<file path="config.mk">
export PLATFORM = sky130hd
export DESIGN_NAME = multiplier_seq
export DESIGN_NICKNAME = d
export VERILOG_FILES = /design/src/rtl/multiplier_seq.sv
export SDC_FILE = /design/constraint.sdc
export NUM_CORES = 1
export LEC_CHECK = 0
export BUFFER_PORTS_ARGS = -buffer_cell sky130_fd_sc_hd__buf_4
export CORE_MARGIN = 3
export CORE_UTILIZATION = 23
export CTS_CLUSTER_SIZE = 20
export DETAILED_ROUTE_END_ITERATION = 8
export REMOVE_ABC_BUFFERS = 1
export SKIP_LAST_GASP = 1
export SYNTH_ARGS = -nofsm -noshare
export SYNTH_HDL_FRONTEND = slang
export SYNTH_SLANG_ARGS = --single-unit
</file>
<file path="constraint.sdc">
create_clock -name clk -period 2.43 [get_ports clk]
set_input_delay 0 -clock clk [delete_from_list [all_inputs] [get_ports clk]]
set_output_delay 0 -clock clk [all_outputs]
set_load 0.02 [all_outputs]
</file>
<file path="src/rtl/multiplier_seq.sv">
// -----------------------------------------------------------------------------
// multiplier_seq
//   Sequential shift-and-add unsigned multiplier with a start/busy/done
//   handshake. It is used to rebuild dividends from quotient and divisor in
//   arithmetic self-checks, and as a small multiplier in the datapath.
//
//   Timing, from the clock edge that samples start:
//   - WIDTH+1 cycles in RUN.
//   - One DONE cycle.
//   - Start to done is a fixed WIDTH+2 cycles.
//   - Consecutive operations repeat every WIDTH+3 cycles.
//
// Parameters
//   WIDTH         operand width in bits (2..16); product is 2*WIDTH bits
//
// Ports
//   clk           single clock, all state changes on its rising edge
//   rst_n         synchronous active-low reset, priority over all inputs
//   start         request, only honoured while idle
//   multiplicand  operand A, captured on an accepted start
//   multiplier    operand B, captured on an accepted start
//   busy          high while an operation is in RUN or DONE
//   done          one-cycle pulse; product is valid in that cycle
//   product       result register, held until the next completion or reset
// -----------------------------------------------------------------------------
module multiplier_seq #(
  parameter int WIDTH = 4
) (
  input  logic                 clk,
  input  logic                 rst_n,
  input  logic                 start,
  input  logic [WIDTH-1:0]     multiplicand,
  input  logic [WIDTH-1:0]     multiplier,
  output logic                 busy,
  output logic                 done,
  output logic [2*WIDTH-1:0]   product
);

  localparam int PW = 2 * WIDTH;
  localparam int CW = $clog2(WIDTH + 1);

  // The counter reaches WIDTH after the last shift-and-add iteration.
  // The RUN cycle with that count commits the accumulator to product,
  // which gives the fixed WIDTH+1 cycle RUN phase.
  localparam logic [CW-1:0] LAST_CNT = CW'(WIDTH);

  typedef enum logic [1:0] {
    IDLE = 2'd0,
    RUN  = 2'd1,
    DONE = 2'd2
  } state_t;

  state_t           state_reg,   state_next;
  logic [PW-1:0]    a_reg,       a_next;
  logic [PW-1:0]    acc_reg,     acc_next;
  logic [PW-1:0]    product_reg, product_next;
  logic [WIDTH-1:0] b_reg,       b_next;
  logic [CW-1:0]    cnt_reg,     cnt_next;
  logic [PW-1:0]    addend;

  // Partial product for this iteration.
  // The shifted multiplicand is gated by the current multiplier LSB.
  genvar gi;
  generate
    for (gi = 0; gi < PW; gi++) begin : g_addend
      assign addend[gi] = a_reg[gi] & b_reg[0];
    end
  endgenerate

  always_comb begin
    state_next   = state_reg;
    a_next       = a_reg;
    b_next       = b_reg;
    acc_next     = acc_reg;
    cnt_next     = cnt_reg;
    product_next = product_reg;
    busy         = 1'b0;
    done         = 1'b0;

    case (state_reg)
      IDLE: begin
        if (start) begin
          state_next = RUN;
          a_next     = {{WIDTH{1'b0}}, multiplicand};
          b_next     = multiplier;
          acc_next   = '0;
          cnt_next   = '0;
        end
      end

      RUN: begin
        busy = 1'b1;
        if (cnt_reg == LAST_CNT) begin
          // All WIDTH iterations are folded into acc_reg.
          // Publish the result and move to DONE.
          state_next   = DONE;
          product_next = acc_reg;
        end else begin
          // 2*WIDTH-bit sum; the product of two WIDTH-bit values cannot overflow it.
          acc_next = acc_reg + addend;
          a_next   = a_reg << 1;
          b_next   = b_reg >> 1;
          cnt_next = cnt_reg + CW'(1);
        end
      end

      DONE: begin
        busy       = 1'b1;
        done       = 1'b1;
        state_next = IDLE;
      end

      default: begin
        state_next = IDLE;
      end
    endcase
  end

  always_ff @(posedge clk) begin
    if (!rst_n) begin
      state_reg   <= IDLE;
      a_reg       <= '0;
      b_reg       <= '0;
      acc_reg     <= '0;
      cnt_reg     <= '0;
      product_reg <= '0;
    end else begin
      state_reg   <= state_next;
      a_reg       <= a_next;
      b_reg       <= b_next;
      acc_reg     <= acc_next;
      cnt_reg     <= cnt_next;
      product_reg <= product_next;
    end
  end

  assign product = product_reg;

endmodule
</file>
# [Word-level counts from Yosys, hierarchy flattened]
# Cells that the tools add are included.
[word_totals] output_inout_bits=10 input_bits=11 regBits=33
[op_classes] n_reduce_logical=6 bitwise=8 muxes=17 eq_ne=6 n_addsub=2
[ops] op="8-bit two-way mux" count=4
[ops] op="8-bit case mux with 2 select lines" count=2
[ops] op="8-bit adder" count=1
[ops] op="1-bit bitwise AND" count=8
[ops] op="4-bit two-way mux" count=2
[ops] op="4-bit case mux with 2 select lines" count=1
[ops] op="3-bit two-way mux" count=2
[ops] op="2-bit != test (second input constant)" count=3
[ops] op="3-bit case mux with 2 select lines" count=1
[ops] op="2-bit two-way mux" count=2
[ops] op="2-bit case mux with 2 select lines" count=1
[ops] op="2-bit AND reduction" count=2
[ops] op="3-bit by 1-bit adder with 3-bit output (second input constant)" count=1
[ops] op="3-bit equality test (second input constant)" count=1
[ops] op="3-bit AND reduction" count=1
[ops] op="2-bit by 1-bit equality test with 1-bit output (second input constant)" count=1
[ops] op="2-bit equality test (second input constant)" count=1
[ops] op="2-bit logical NOT" count=1
[ops] op="1-bit two-way mux" count=2
[ops] op="2-bit nonzero test" count=1
[ops] op="2-bit OR reduction" count=1

# [Longest topological paths before layout]
[logic_depth] ltp_word=4 depth_mapped=9 mapped_depth_nobuf=8

# [Least setup slack after synthesis]
# OpenSTA, ideal clock, no wires.
[synth_timing] path_type="reg-to-reg" startpoint="reg b_reg[0]" endpoint="reg acc_reg[6]" t_arrival_ns=1.867 path_buffers=0 setup_slack_ns=0.476 t_required_ns=2.343 path_stages_with_launch=9 cell_sequence="dfxtp_1 -> and2_1 -> ha_1 -> fa_1 -> a21o_1 -> a21oi_1 -> o211ai_1 -> xnor2_1 -> o31ai_1"
[synth_between] elab_chain_cells=4 word_cells_on_any_way=10 classes_between="1 x add/sub; 2 x mux; 7 x bitwise"
[synth_rtl] item="from (decl)" line_no="57" source="logic [WIDTH-1:0] b_reg, b_next;"
[synth_rtl] item="from (signal assigned)" line_no="130" source="b_reg <= b_next;"
[synth_rtl] item="1-bit bitwise AND" line_no="66" source="assign addend[gi] = a_reg[gi] & b_reg[0];"
[synth_rtl] item="8-bit adder (*)" line_no="100" source="acc_next = acc_reg + addend;"
[synth_rtl] item="8-bit two-way mux (*)" line_no="93" source="if (cnt_reg == LAST_CNT) begin"
[synth_rtl] item="8-bit case mux with 2 select lines (*)" line_no="80" source="case (state_reg)"
[synth_rtl] item="to (signal assigned)" line_no="131" source="acc_reg <= acc_next;"
[synth_rtl] item="to (decl)" line_no="55" source="logic [PW-1:0] acc_reg, acc_next;"
# Mark *: on every way between the ends. The rest lies on a longest branch, timed or not. The select of a mux whose other input is x is not followed.
# A chain may end at the register's enable or synchronous reset.

# [Worst setup path after layout]
# Same ends and word-level chain as after synthesis.

==> impl_metrics.yaml <==
outcome:
  outcome: "complete, no violations"
power:
  leakage_uw: 0.000824
  largest_voltage_drop_on_the_vdd_net_mv: 0.286
  combPwrFrac: 0.180
  internal_power_uw: 875
  p_seq_frac: 0.476
  power.switching_fraction: 0.289
  finalPower_uw: 1230
  power_density_nw_per_um2: 578
  clkPwrFrac: 0.345
  power_switching_uw: 355
placement:
  gp_congestion: 0.789
  place_hpwl_um: 2840
  port_buffers: 20
  placed_cells: 321
floorplan:
  floorplan.die_area_um2: 8820
  die_h_um: 93.9
  initial_standard_cell_utilization_of_the_core: 0.241
  core.rowCount: 31
  floorplan.core_area_um2: 7370
  ios: 21
  floorplan.die.width_um: 93.9
synth:
  post_synth.cell_area_avg_um2: 8.50
  synth_sequential_area_ratio: 0.372
  async_flop_share: 0
  synth.top_cell.area_share: 0.372
  yosys-top-cells-area: "dfxtp_1, ha_1, nand2_1, a21oi_1, nand3_1"
  synth-main-ff-cell: "dfxtp_1"
  number_of_synthesized_flops_with_an_enable_pin: 0
  synth.ff_latch_count: 33
  post_synthesis_cell_count: 209
  post-synth-top-area-cell: "dfxtp_1"
  synth.cell_area_um2: 1780
  yosys_warnings: 0
  synth_cell_types: 39
clock_network:
  cts_tree: "done"
  cts.sinks: 33
  clock_insertion_delay_worst_skew_ns: 0.29
  number_of_buffers_on_the_longest_clock_path: 2
  ctsHtreeMaxLevel: 2
  clk_pin_slew_worst_paths_ns: 0.07
  clk_root_buffer_cell: "clkbuf_8"
  cts_inserted_buffers: 5
setup_path:
  setup.worst_path.end_class: "register"
  critical_path.cell_chain: "and2_1 > ha_1 > fa_1 > a21o_1 > a21oi_1 > o211ai_1 > xnor2_1 > o31ai_1"
  crit_path_top_delay_cell: "fa_1"
  critical_path_s_top_delay_family: "compound AO/OA/AOI/OAI gates"
  r2r_cells: 8
  setup.worst_path.start_class: "register"
  r2r-start: "b_reg[0]"
  critical-path-max-stage-delay_ns: 0.41
  reg2reg_slack_ns: 0.35
  path_max_fanout: 9
  crit-reg2reg-capture: "acc_reg[6]"
  setup.worst_path.class: "register to register"
  worst-endpoint-arrival_ns: 2.29
  cp.buffers_inverters: 0
  cp_data_required_time_ns: 2.64
timing:
  grt_setup_unrepaired: "no"
  final.period_utilization: 0.857
  max_slew.worst_pin.slew_ns: 0.652
  fin_skew_ns: 0.00645
  report.final.setup_viol: 0
  timing_hold_violations_final: 0
  slew_viol_final: 0
  max_freq_ghz: 0.480
  max-slew-margin-rel: 0.565
  final_period_minus_worst_setup_slack_ns: 2.08
  final.setup.tns_ns: 0
route:
  routed-via-count: 1481
  detail-route-antenna-nets: 0
  post_detailed_route_via_to_cell_ratio: 4.47
  wl_met2_um: 1650
  wire_per_inst_um: 12.0
  wirelength_met1_um: 2010
  detail_route.drc_violations: 0
  highest_layer: "met4"
  dr.first_iter.drc_count: 53
  drt_pre_antenna_iters: 4
  met3WireLength_um: 260
  route.final.wire_length_um: 3980
cells_and_area:
  layout.nets: 257
  drive_above_1_share: 0.185
  n_fill_cell: 809
  diodes: 0
  finalNonFillerCells: 331
  syn2layout_area_growth_pct: 19.8
  final_core_util: 0.289
worst_hold_path:
  worst_hold_path_type: "input pin to register"
  hold_path_end: "a_reg[1]"
  min-delay-start: "multiplicand[1]"
  hold_depth: 3
grt:
  grt_start_max_net_pins: 20
  grt_pass1_vias: 1488
  grt_pass1_wl_um: 6810
  antenna_found_initial: 0
  global_route_total_overflow: 0
  track_usage: 0.0969
flow_run:
  max-cap-violations: 0
==> worst min-delay path, stage by stage <==
cell and delay, ns:
buf_4 0.11, mux2i_1 0.11, a211oi_1 0.08
==> cells in the mapped netlist, types with 3 or more instances <==
| master | number |
|---|---|
| a211oi_2 | 3 |
| a21oi_1 | 24 |
| buf_6 | 3 |
| a22oi_1 | 3 |
| nor2_2 | 4 |
| and2_1 | 7 |
| o211ai_1 | 3 |
| mux2i_1 | 7 |
| xnor2_1 | 3 |
| a211oi_1 | 4 |
| nand2_1 | 35 |
| inv_1 | 6 |
| ha_1 | 13 |
| buf_2 | 4 |
| nand3_1 | 18 |
| dfxtp_1 | 33 |
| nor2_1 | 11 |
==> logic make-up after synthesis <==
group                    count (synthesis)  share of synthesized area
adder cells (fa/ha/maj)                 14                      0.103
flip-flops                              33                      0.372
XOR/XNOR                                 5                     0.0247
AND/OR/NAND/NOR                         87                      0.236
AO/OA/AOI/OAI                           45                      0.168
buffers and inverters                   17                     0.0514
multiplexers                             8                     0.0458
==> power by group through the flow <==
stage	Clock (uW)	Sequential [uW]	Combinational, uW
floorplan	0	591	150
global placement	0	597	216
detailed placement	0	597	218
CTS	433	585	222
global route	454	589	249
finish	424	585	221
==> placed cells by master (no fill, tap or decap), drive strengths merged, types with 2 or more instances in the layout <==
master / synthesis / routed
o211ai: 3 / 3
nand2b: 2 / 2
dfxtp: 33 / 33
dlygate4sd3: 0 / 3
and3: 2 / 2
a21oi: 25 / 25
nand2: 35 / 35
a22oi: 3 / 3
xor2: 2 / 2
nor2: 15 / 15
o21ai: 2 / 2
inv: 6 / 6
ha: 13 / 13
a211oi: 7 / 7
nor3: 2 / 2
a21o: 2 / 2
clkbuf: 2 / 7
xnor2: 3 / 3
nand4: 2 / 2
mux2i: 7 / 7
buf: 9 / 24
and2: 7 / 7
nand3: 18 / 18
==> worst max-delay path by stage <==
stage / to / depth (start not counted) / startpoint
6_report: acc_reg[6] / 8 / b_reg[0]
4_1_cts: acc_reg[6] / 8 / b_reg[0]
3_3_place_gp: acc_reg[6] / 8 / b_reg[0]
5_1_grt: acc_reg[6] / 8 / b_reg[0]
2_1_floorplan: acc_reg[6] / 8 / b_reg[0]
3_5_place_dp: acc_reg[6] / 8 / b_reg[0]
==> metal layers <==
metal | track usage | vias up
li1 | - | 772
met1 | 0.131 | 662
met2 | 0.144 | 38
met3 | 0.0345 | 9
met4 | 0.0301 | 0
met5 | 0 | -
==> per-stage QoR <==
stage,hold slack [ns],setup slack (ns),cell area (um2)
6_report,0.0597,0.347,2130
5_1_grt,0.0713,0.193,2130
4_1_cts,0.0606,0.341,2130
3_5_place_dp,0.254,0.368,2010
3_3_place_gp,0.253,0.371,2010
2_1_floorplan,0.136,0.472,1710
==> final cells by class <==
type / instances / area [um2] / share of cell area
well taps: 99 / 124 / 0.0582
flip-flops and latches: 33 / 661 / 0.310
repair buffers: 27 / 210 / 0.0988
clock buffers: 7 / 86.3 / 0.0406
multi-input cells: 159 / 1020 / 0.481
inverters: 6 / 22.5 / 0.0106
==> what timing repair did <==
item | 4_1_cts | 5_1_grt
resized for setup | 0 | 0
hold buffers | 3 | 0
buffers inserted | 0 | 0
hold endpoints to repair | 3 | 0
(Power assumes the default switching activity.)
